[config.mk]
export PLATFORM = sky130hd
export DESIGN_NAME = des_key_schedule_flat
export DESIGN_NICKNAME = d
export VERILOG_FILES = /design/src/rtl/des_key_schedule_pkg.sv /design/src/rtl/des_key_schedule_if.sv /design/src/rtl/des_key_schedule_pc2.sv /design/src/rtl/des_key_schedule.sv /design/src/flat_wrapper.sv
export SDC_FILE = /design/constraint.sdc
export NUM_CORES = 1
export LEC_CHECK = 0
export CAP_MARGIN = 40
export CORE_AREA = 2 2 147 120
export DETAILED_ROUTE_END_ITERATION = 7
export DIE_AREA = 0 0 149 122
export DONT_BUFFER_PORTS = 1
export GPL_ROUTABILITY_DRIVEN = 0
export GPL_TIMING_DRIVEN = 0
export PLACE_DENSITY = 0.81
export SYNTH_ARGS = -nofsm -noshare
export SYNTH_HDL_FRONTEND = slang
export SYNTH_HIERARCHICAL = 1
export SYNTH_SLANG_ARGS = --single-unit
[constraint.sdc]
create_clock -name clk -period 4.1 [get_ports clk]
set_input_delay 0.615 -clock clk [delete_from_list [all_inputs] [get_ports clk]]
set_output_delay 0.615 -clock clk [all_outputs]
set_load 0.01 [all_outputs]
[src/rtl/des_key_schedule_pkg.sv]
// Shared DES key-schedule definitions: round count, shift table,
// PC-1 / PC-2 selection tables, FSM state type and rotate helpers.
// Bit numbering follows DES: index 1 is the leftmost (most significant) bit.
package des_key_schedule_pkg;

  localparam int DES_ROUNDS = 16;

  typedef enum logic [0:0] {
    IDLE = 1'b0,
    RUN  = 1'b1
  } ks_state_e;

  // PC-1: 56 key bits selected from the 64-bit key (parity bits dropped)
  localparam int PC1_TAB [1:56] = '{
    57, 49, 41, 33, 25, 17,  9,  1, 58, 50, 42, 34, 26, 18,
    10,  2, 59, 51, 43, 35, 27, 19, 11,  3, 60, 52, 44, 36,
    63, 55, 47, 39, 31, 23, 15,  7, 62, 54, 46, 38, 30, 22,
    14,  6, 61, 53, 45, 37, 29, 21, 13,  5, 28, 20, 12,  4
  };

  // PC-2: 48 subkey bits selected from the 56-bit {C,D}
  localparam int PC2_TAB [1:48] = '{
    14, 17, 11, 24,  1,  5,  3, 28, 15,  6, 21, 10,
    23, 19, 12,  4, 26,  8, 16,  7, 27, 20, 13,  2,
    41, 52, 31, 37, 47, 55, 30, 40, 51, 45, 33, 48,
    44, 49, 39, 56, 34, 53, 46, 42, 50, 36, 29, 32
  };

  // Shift table S[j]: one position in rounds 1, 2, 9 and 16, two elsewhere
  function automatic logic [1:0] shift_amt(input logic [4:0] j);
    case (j)
      5'd1, 5'd2, 5'd9, 5'd16: return 2'd1;
      default:                 return 2'd2;
    endcase
  endfunction

  function automatic logic [1:56] pc1(input logic [1:64] k);
    logic [1:56] r;
    r = '0;
    for (int i = 1; i <= 56; i++) begin
      r[i] = k[PC1_TAB[i]];
    end
    return r;
  endfunction

  // Rotate a 28-bit half left (toward bit 1) by one or two positions
  function automatic logic [1:28] rotl28(input logic [1:28] x, input logic [1:0] n);
    case (n)
      2'd1:    return {x[2:28], x[1]};
      default: return {x[3:28], x[1:2]};
    endcase
  endfunction

  // Rotate a 28-bit half right by one or two positions (undoes rotl28)
  function automatic logic [1:28] rotr28(input logic [1:28] x, input logic [1:0] n);
    case (n)
      2'd1:    return {x[28], x[1:27]};
      default: return {x[27:28], x[1:26]};
    endcase
  endfunction

endpackage

[src/rtl/des_key_schedule_if.sv]
// Key-in / subkey-out handshake bundle of the DES key schedule.
// master = key supplier and subkey consumer, slave = the key schedule.
interface des_key_schedule_if;
  logic        key_valid;
  logic        key_ready;
  logic [1:64] key;
  logic        decrypt;
  logic        abort;
  logic        sk_valid;
  logic        sk_ready;
  logic [0:47] subkey;
  logic [3:0]  sk_step;
  logic        sk_last;

  modport master (
    output key_valid, key, decrypt, abort, sk_ready,
    input  key_ready, sk_valid, subkey, sk_step, sk_last
  );

  modport slave (
    input  key_valid, key, decrypt, abort, sk_ready,
    output key_ready, sk_valid, subkey, sk_step, sk_last
  );
endinterface

[src/rtl/des_key_schedule_pc2.sv]
// DES permuted choice 2: compresses the 56-bit {C,D} into a 48-bit
// round subkey ordered like the E-expansion output.
module des_pc2
  import des_key_schedule_pkg::*;
(
  input  logic [1:56] cd,
  output logic [0:47] subkey
);

  // Bits of {C,D} that PC-2 never selects
  logic unused_s;
  assign unused_s = ^{cd[9], cd[18], cd[22], cd[25], cd[35], cd[38], cd[43], cd[54]};

  // Table-driven bit selection
  always_comb begin
    subkey = '0;
    for (int i = 0; i < 48; i++) begin
      subkey[i] = cd[PC2_TAB[i + 1]];
    end
  end

endmodule

[src/rtl/des_key_schedule.sv]
// Iterative DES subkey generator. Holds only C/D and a step counter and
// walks them forward (encrypt, K1..K16) or backward (decrypt, K16..K1),
// presenting one registered PC-2 subkey per consumer handshake.
module des_key_schedule
  import des_key_schedule_pkg::*;
#(
  parameter int ROUNDS = 16
) (
  input  logic              clk,
  input  logic              rst_n,
  des_key_schedule_if.slave bus
);

  if (ROUNDS != DES_ROUNDS) begin : g_bad_rounds
    $error("des_key_schedule: ROUNDS must be 16");
  end

  ks_state_e   state_r;
  logic [1:28] c_r;
  logic [1:28] d_r;
  logic [3:0]  step_r;
  logic        dir_r;
  logic        sk_valid_r;
  logic [0:47] subkey_r;
  logic        sk_last_r;
  logic        key_ready_r;

  logic [1:56] load_cd_s;
  logic [1:56] key_cd_s;
  logic [1:56] run_cd_s;
  logic [1:56] cd_nxt_s;
  logic [0:47] pc2_s;
  logic [4:0]  enc_j_s;
  logic [4:0]  dec_j_s;

  // Round numbers driving the next rotation: encrypt moves to round s+2,
  // decrypt undoes the shift of the current round 16-s
  always_comb begin
    enc_j_s = {1'b0, step_r} + 5'd2;
    dec_j_s = 5'd16 - {1'b0, step_r};
  end

  // Next {C,D}: freshly loaded key in IDLE, one rotation step in RUN
  always_comb begin
    load_cd_s = pc1(bus.key);
    if (bus.decrypt) begin
      key_cd_s = load_cd_s;  // C0D0 already yields K16
    end else begin
      key_cd_s = {rotl28(load_cd_s[1:28], 2'd1), rotl28(load_cd_s[29:56], 2'd1)};
    end
    if (dir_r) begin
      run_cd_s = {rotr28(c_r, shift_amt(dec_j_s)), rotr28(d_r, shift_amt(dec_j_s))};
    end else begin
      run_cd_s = {rotl28(c_r, shift_amt(enc_j_s)), rotl28(d_r, shift_amt(enc_j_s))};
    end
    if (state_r == IDLE) begin
      cd_nxt_s = key_cd_s;
    end else begin
      cd_nxt_s = run_cd_s;
    end
  end

  // Subkey for the {C,D} about to be registered
  des_pc2 u_pc2 (
    .cd     (cd_nxt_s),
    .subkey (pc2_s)
  );

  // Schedule FSM; subkey is registered together with C/D so it stays
  // stable for as long as the consumer stalls
  always_ff @(posedge clk or negedge rst_n) begin
    if (!rst_n) begin
      state_r     <= IDLE;
      c_r         <= '0;
      d_r         <= '0;
      step_r      <= 4'd0;
      dir_r       <= 1'b0;
      sk_valid_r  <= 1'b0;
      subkey_r    <= '0;
      sk_last_r   <= 1'b0;
      key_ready_r <= 1'b1;
    end else begin
      case (state_r)
        IDLE: begin
          if (!bus.abort && bus.key_valid) begin
            c_r         <= cd_nxt_s[1:28];
            d_r         <= cd_nxt_s[29:56];
            subkey_r    <= pc2_s;
            dir_r       <= bus.decrypt;
            step_r      <= 4'd0;
            sk_valid_r  <= 1'b1;
            sk_last_r   <= 1'b0;
            key_ready_r <= 1'b0;
            state_r     <= RUN;
          end
        end
        RUN: begin
          if (bus.abort) begin
            // A same-cycle handshake is consumed but nothing follows it
            sk_valid_r  <= 1'b0;
            sk_last_r   <= 1'b0;
            key_ready_r <= 1'b1;
            state_r     <= IDLE;
          end else if (bus.sk_ready) begin
            if (step_r == 4'd15) begin
              sk_valid_r  <= 1'b0;
              sk_last_r   <= 1'b0;
              key_ready_r <= 1'b1;
              state_r     <= IDLE;
            end else begin
              c_r       <= cd_nxt_s[1:28];
              d_r       <= cd_nxt_s[29:56];
              subkey_r  <= pc2_s;
              step_r    <= step_r + 4'd1;
              sk_last_r <= (step_r == 4'd14);
            end
          end
        end
        default: begin
          sk_valid_r  <= 1'b0;
          sk_last_r   <= 1'b0;
          key_ready_r <= 1'b1;
          state_r     <= IDLE;
        end
      endcase
    end
  end

  assign bus.key_ready = key_ready_r;
  assign bus.sk_valid  = sk_valid_r;
  assign bus.subkey    = subkey_r;
  assign bus.sk_step   = step_r;
  assign bus.sk_last   = sk_last_r;

endmodule
[src/flat_wrapper.sv]
// flat-port wrapper written by rule: the top's interface ports become plain ports
module des_key_schedule_flat import des_key_schedule_pkg::*;
#(
  parameter int ROUNDS = 16
)
  (clk, rst_n, bus_key_valid, bus_key, bus_decrypt, bus_abort, bus_sk_ready, bus_key_ready, bus_sk_valid, bus_subkey, bus_sk_step, bus_sk_last);
  des_key_schedule_if bus_i ();
  input  logic clk;
  input  logic rst_n;
  input wire logic [$bits(bus_i.key_valid)-1:0] bus_key_valid;
  input wire logic [$bits(bus_i.key)-1:0] bus_key;
  input wire logic [$bits(bus_i.decrypt)-1:0] bus_decrypt;
  input wire logic [$bits(bus_i.abort)-1:0] bus_abort;
  input wire logic [$bits(bus_i.sk_ready)-1:0] bus_sk_ready;
  output wire logic [$bits(bus_i.key_ready)-1:0] bus_key_ready;
  output wire logic [$bits(bus_i.sk_valid)-1:0] bus_sk_valid;
  output wire logic [$bits(bus_i.subkey)-1:0] bus_subkey;
  output wire logic [$bits(bus_i.sk_step)-1:0] bus_sk_step;
  output wire logic [$bits(bus_i.sk_last)-1:0] bus_sk_last;
  assign bus_i.key_valid = bus_key_valid;
  assign bus_i.key = bus_key;
  assign bus_i.decrypt = bus_decrypt;
  assign bus_i.abort = bus_abort;
  assign bus_i.sk_ready = bus_sk_ready;
  assign bus_key_ready = bus_i.key_ready;
  assign bus_sk_valid = bus_i.sk_valid;
  assign bus_subkey = bus_i.subkey;
  assign bus_sk_step = bus_i.sk_step;
  assign bus_sk_last = bus_i.sk_last;
  des_key_schedule #(.ROUNDS(ROUNDS)) u_core (.clk(clk), .rst_n(rst_n), .bus(bus_i));
endmodule
* Word-level counts from Yosys, hierarchy flattened
Index checks and enable logic that the tools add are counted.
** Storage, ports and cells
- Bits in registers :: 113
- Bits in latches :: 0
- Memory bits (writable) :: 0
- ROM bits :: 0
- Bits of input ports :: 70
- Output and inout port bits :: 55
- Word-level logic and storage cells :: 89
- Memories :: 0
** Cells by class
- Add/sub/neg operators :: 3
- $mul :: 0
- Div/mod/pow operators :: 0
- Magnitude comparators :: 0
- Equality and inequality tests :: 18
- Shift-type cells :: 0
- Mux-type cells :: 50
- Bitwise gates (word level) :: 1
- Reductions and logical operators :: 8
** Operator list (number)
- 28-bit 2-to-1 mux :: 12
- 48-bit 2-to-1 mux :: 4
- 56-bit 2-to-1 mux :: 3
- 28-bit one-hot mux with 2 select lines :: 2
- 48-bit one-hot mux with 2 select lines :: 1
- 4-bit 2-to-1 mux :: 4
- 1-bit 2-to-1 mux :: 15
- 5-bit by 1-bit == test with 1-bit output (second input constant) :: 2
- 5-bit by 2-bit == test with 1-bit output (second input constant) :: 2
- 5-bit by 4-bit == test with 1-bit output (second input constant) :: 2
- 5-bit == test (second input constant) :: 2
- 4-bit == test (second input constant) :: 2
- 2-bit 2-to-1 mux :: 4
- 2-bit inequality test (second input constant) :: 4
- 1-bit one-hot mux with 2 select lines :: 4
- 4-bit one-hot mux with 2 select lines :: 1
- 4-bit OR reduction :: 2
- 3-bit inequality test (second input constant) :: 2
- 4-bit by 2-bit adder with 5-bit output (second input constant) :: 1
- 5-bit by 4-bit subtractor with 5-bit output (first input constant) :: 1
- 4-bit by 1-bit adder with 4-bit output (second input constant) :: 1
- 2-bit by 1-bit == test with 1-bit output (second input constant) :: 2
- 2-bit AND reduction :: 2
- 4-bit AND reduction :: 1
- 4 further kinds :: 4

* Depth between registers and ports, before layout
- Depth after elaboration :: 13
- Gate-level depth with buffers :: 13
- Gate-level depth less buffers :: 9

* Cells and area by module
Netlist, hierarchy kept.
** By module, submodules not included
- des_key_schedule :: instances 1, cells an instance 1196, area each 9460.3 µm², seq. area each 2829.0 µm²
- des_pc2 :: instances 1, cells an instance 48, area each 360.3 µm², seq. area each 0.0 µm²

* Worst setup path before layout
OpenSTA, ideal clock, no wires.
- Path kind :: reg2reg
- Start point :: reg u_core.step_r[1] (netlist: u_core/bus.sk_step[1])
- End point :: reg u_core.subkey_r (netlist bit u_core/bus.subkey[17])
- Setup time :: 65 ps
- Data arrival time :: 2295 ps
- Data required time :: 4035 ps
- Path slack :: 1740 ps
- Cell stages (with the launch flop) :: 13
- Path buffers :: 3
- Clock period less this slack :: 2360 ps
- Cells stage by stage :: dfrtp_1 -> inv_1 -> ha_1 -> and2b_4 -> o2111ai_4 -> nand3_2 -> buf_4 -> buf_6 -> mux2_4 -> a32oi_2 -> buf_4 -> nand2_1 -> nand2_1
** On the way
- Longest elaborated chain between the ends :: 13
- Elaborated cells on any way between the ends :: 30
- Classes of those cells :: 2 x add/sub; 12 x eq/ne; 13 x mux; 3 x reduce/logical
** RTL lines
- start: declaration :: RTL line des_key_schedule.sv:21 : logic [3:0] step_r;
- start signal: assignment :: RTL line des_key_schedule.sv:114 : step_r <= step_r + 4'd1;
- 5-bit by 4-bit subtractor with 5-bit output / 4-bit by 2-bit adder with 5-bit output (equally long branches) :: RTL line des_key_schedule.sv:40, des_key_schedule.sv:39
- 5-bit by 1-bit == test with 1-bit output, or another cell as far along :: RTL line des_key_schedule_pkg.sv:31 : case (j)
- 4-bit OR reduction :: RTL line des_key_schedule_pkg.sv:31
- 2-bit 2-to-1 mux :: RTL line des_key_schedule_pkg.sv:31
- 2-bit 2-to-1 mux :: RTL line des_key_schedule.sv:51 : if (dir_r) begin
- 2-bit by 1-bit == test with 1-bit output (on tied branches) :: RTL line des_key_schedule_pkg.sv:56, des_key_schedule_pkg.sv:48
- 28-bit 2-to-1 mux (on tied branches) :: RTL line des_key_schedule_pkg.sv:56, des_key_schedule_pkg.sv:48
- 56-bit 2-to-1 mux * :: RTL line des_key_schedule.sv:51
- 56-bit 2-to-1 mux * :: RTL line des_key_schedule.sv:56 : if (state_r == IDLE) begin
- via u_core.cd_nxt_s, one bit :: RTL line des_key_schedule.sv:31 : logic [1:56] cd_nxt_s;
- 48-bit 2-to-1 mux :: RTL line des_key_schedule.sv:105 : if (step_r == 4'd15) begin
- 48-bit 2-to-1 mux :: RTL line des_key_schedule.sv:104 : end else if (bus.sk_ready) begin
- 48-bit 2-to-1 mux :: RTL line des_key_schedule.sv:98 : if (bus.abort) begin
- 48-bit one-hot mux with 2 select lines * :: RTL line des_key_schedule.sv:83 : case (state_r)
- end signal: assignment :: RTL line des_key_schedule.sv:88 : subkey_r <= pc2_s;
- end signal: assignment :: RTL line des_key_schedule.sv:113 : subkey_r <= pc2_s;
- end: declaration :: RTL line des_key_schedule.sv:24 : logic [0:47] subkey_r;
The timed path passes the listed nets; every way through them passes the cells marked *. The select of a mux whose other input is x is not followed.
A chain may end at the register's enable or synchronous reset.

* Worst setup path after layout
- Start point :: reg u_core.step_r[1] (netlist: u_core/bus.sk_step[1])
- End point :: reg u_core.subkey_r (netlist bit u_core/bus.subkey[1])
The elaborated chain is that of the path after synthesis.

==> summary.txt <==
Status
  – Outcome: finished, final reports clean

Place
  – Detailed Place HPWL: between 20000 and 25000 um
  – Dpl cell area: between 0.009 and 0.01 mm2
  – Port buffer count: 0

STA
  – Slew headroom: a little over half
  – Final setup viols: 0
  – Peak Freq: between 300 and 400 MHz
  – Fin crit share: 75.4%
  – Unrepaired setup endpoints after global routing: false
  – Max-slew violations: 0
  – Final-report hold violation count: 0
  – Final min period: 3.09 ns
  – Tightest Pin Transition: 0.717 ns
  – Clock Skews: roughly 0.0053 ns
  – Fin Setup TNS: 0 ns

Synth
  – Yosys Warn Count: 6
  – Mapped Cells: roughly 1200
  – Post-Syn Nets: around 1300
  – Avg Inst Size Synth: a little under 8 um2
  – Netlist Area Pre-Place: about 0.0096 mm2

Power and ir drop
  – Pwr dens: around 830 mW/mm2
  – Clk pwr share: 19.6%
  – LEAKAGE: between 4 and 5 nW
  – Internal: a little under 0.005 W
  – Switching power share of the total: between 40% and 50%
  – Sequential Power Share: between 20% and 30%
  – Combinational share of power: a little over half
  – Worst IR drop on VDD: approximately 0.3 mV
  – Psw: slightly below 0.004 W

Clock tree
  – CTS tree: built
  – Post-CTS sizing: 0
  – Clock root cell: clkbuf_16
  – Worst-path clk slew: roughly 0.050 ns
  – Max Buffers Root-to-Sink: 2
  – Clock sink total: 113
  – H-tree Lvls: 4
  – Post-CTS Setup Repair Bufs: 0
  – Hold Buf Count CTS: 1
  – TritonCTS buffer count: 17
  – Worst-skew pair later-pin latency: 0.43 ns

Routing
  – Vias per cell: between 6 and 7
  – Wire length per cell: around 21 um
  – DRC viols: 0
  – Initial DRC count: 1338
  – Routed vias: slightly below 10000
  – DRT antenna net count: 0
  – Final wirelength: between 30000 and 40000 um
  – TritonRoute pass-1 iters: 6

Cells and area
  – Area of the multi-input gates: 0.00589 mm2
  – Fraction of layout cells with a size suffix above 1: 12.1%
  – # fillers: roughly 1400
  – Most frequent cells in the layout: 208 x nor2_1, 198 x nand2_1, 162 x mux2i_1, 149 x o21ai_0, 112 x dfrtp_1
  – Reg area: approximately 0.0028 mm2
  – Layout Area Growth over Synthesis: 10.2%
  – Most common cell after layout, fill and taps aside: nor2_1
  – Fin nets: about 1300
  – Design area: 0.0106 mm2
  – ANT cells: 0

Floorplanning
  – Starting density of the core: between 50 and 60%
  – Die X: roughly 150 um
  – Core area: approximately 0.017 mm2
  – DIE AREA: about 0.018 mm2
  – Die Y: approximately 120 um
  – IO Pins: between 100 and 150
  – Row Count: between 40 and 50

Setup path
  – Crit. End Element: register
  – Critical path type: reg -> reg
  – Critical path fanouts, max: 10
  – Arr. time, crit path: roughly 3.5 ns
  – CP Data Required Time: 4.47 ns
  – Startpoint types: register

Global routing
  – Vias in the first global route: 9253
  – Initial antenna violation count: 0
  – Largest net degree at the start of global routing: between 100 and 150
  – GRT Util Overall: ~34%
  – First-pass GRT wire length: 48400 um
  – Total grt overflow: 0

Job
  – Max-Cap Viols: 0

Min path
  – Hold Path Class: in -> async
-- final timing paths --
| path | startpoint | endpoint | slack, ns | depth (start not counted) |
|---|---|---|---|---|
| worst max register to register | u_core/bus.sk_step[1] | u_core/bus.subkey[1] | 1.01 | 12 |
| worst min-delay path | rst_n | u_core/bus.key_ready | 0.03 | 0 |
| worst max-delay path | u_core/bus.sk_step[1] | u_core/bus.subkey[1] | 1.01 | 12 |
| max in group asynchronous | rst_n | u_core/bus.subkey[27] | 3.46 | 1 |
| min in group clk | bus_abort | u_core/bus.sk_valid | 0.41 | 2 |
| worst min register to register | u_core/bus.subkey[27] | u_core/bus.subkey[27] | 0.53 | 2 |
-- critical path: stages, from the launching register on --
cell and delay, ns:
dfrtp_1 0.56, inv_1 0.14, ha_1 0.29, a21oi_1 0.22
o2bb2ai_1 0.15, o21ai_2 0.29, buf_6 0.23, buf_4 0.25
mux2i_1 0.12, a2bb2oi_1 0.47, buf_4 0.20, nand2_1 0.04
nand2_1 0.06
-- power groups by stage --
stage / clock, W / sequential, W / combinational [W]
final: 0.00173 / 0.00242 / 0.00465
after global placement: 0 / 0.00239 / 0.00435
after floorplan: 0 / 0.00218 / 0.00359
after global routing: 0.00178 / 0.00248 / 0.00496
after detailed placement: 0 / 0.00239 / 0.00444
after CTS: 0.00174 / 0.00238 / 0.00451
-- metrics by stage --
step	instances	worst slack (ns)	utilization, %	hold WS [ns]	total power, W
floorplan	1219	1.74	-	0.319	0.00577
global placement	1444	1.21	58.7	0.324	0.00673
CTS	1477	1.15	62.8	0.0242	0.00863
global route	1477	0.902	62.8	0.0190	0.00922
detailed placement	1444	1.17	58.7	0.322	0.00683
finish	1477	1.01	62.8	0.0290	0.00880
-- layer usage --
metal,global-route usage (%),vias to the layer above,part of all wire [%]
met5,0,-,0
met4,15.6,0,3.5
met3,9.89,108,14
met2,50.2,759,43
met1,46.2,4520,39
li1,-,4318,-
-- sequential cells by signal (all words and copies together), names as in the netlist --
name                  count
u_core/c_r               28
u_core/bus.subkey        48
u_core/dir_r              1
u_core/bus.key_ready      1
u_core/d_r               28
u_core/bus.sk_step        4
u_core/bus.sk_last        1
u_core/bus.sk_valid       1
u_core/state_r            1
-- final cells by class --
type,count,share of cell area (%)
Multi-Input combinational cell,957,55.5
Sequential cell,113,26.7
Buffer,143,8.44
Clock buffer,22,4.37
Tap cell,225,2.65
Clock inverter,10,1.93
Timing Repair Buffer,1,0.259
Inverter,6,0.212
(Power assumes the default switching activity.)
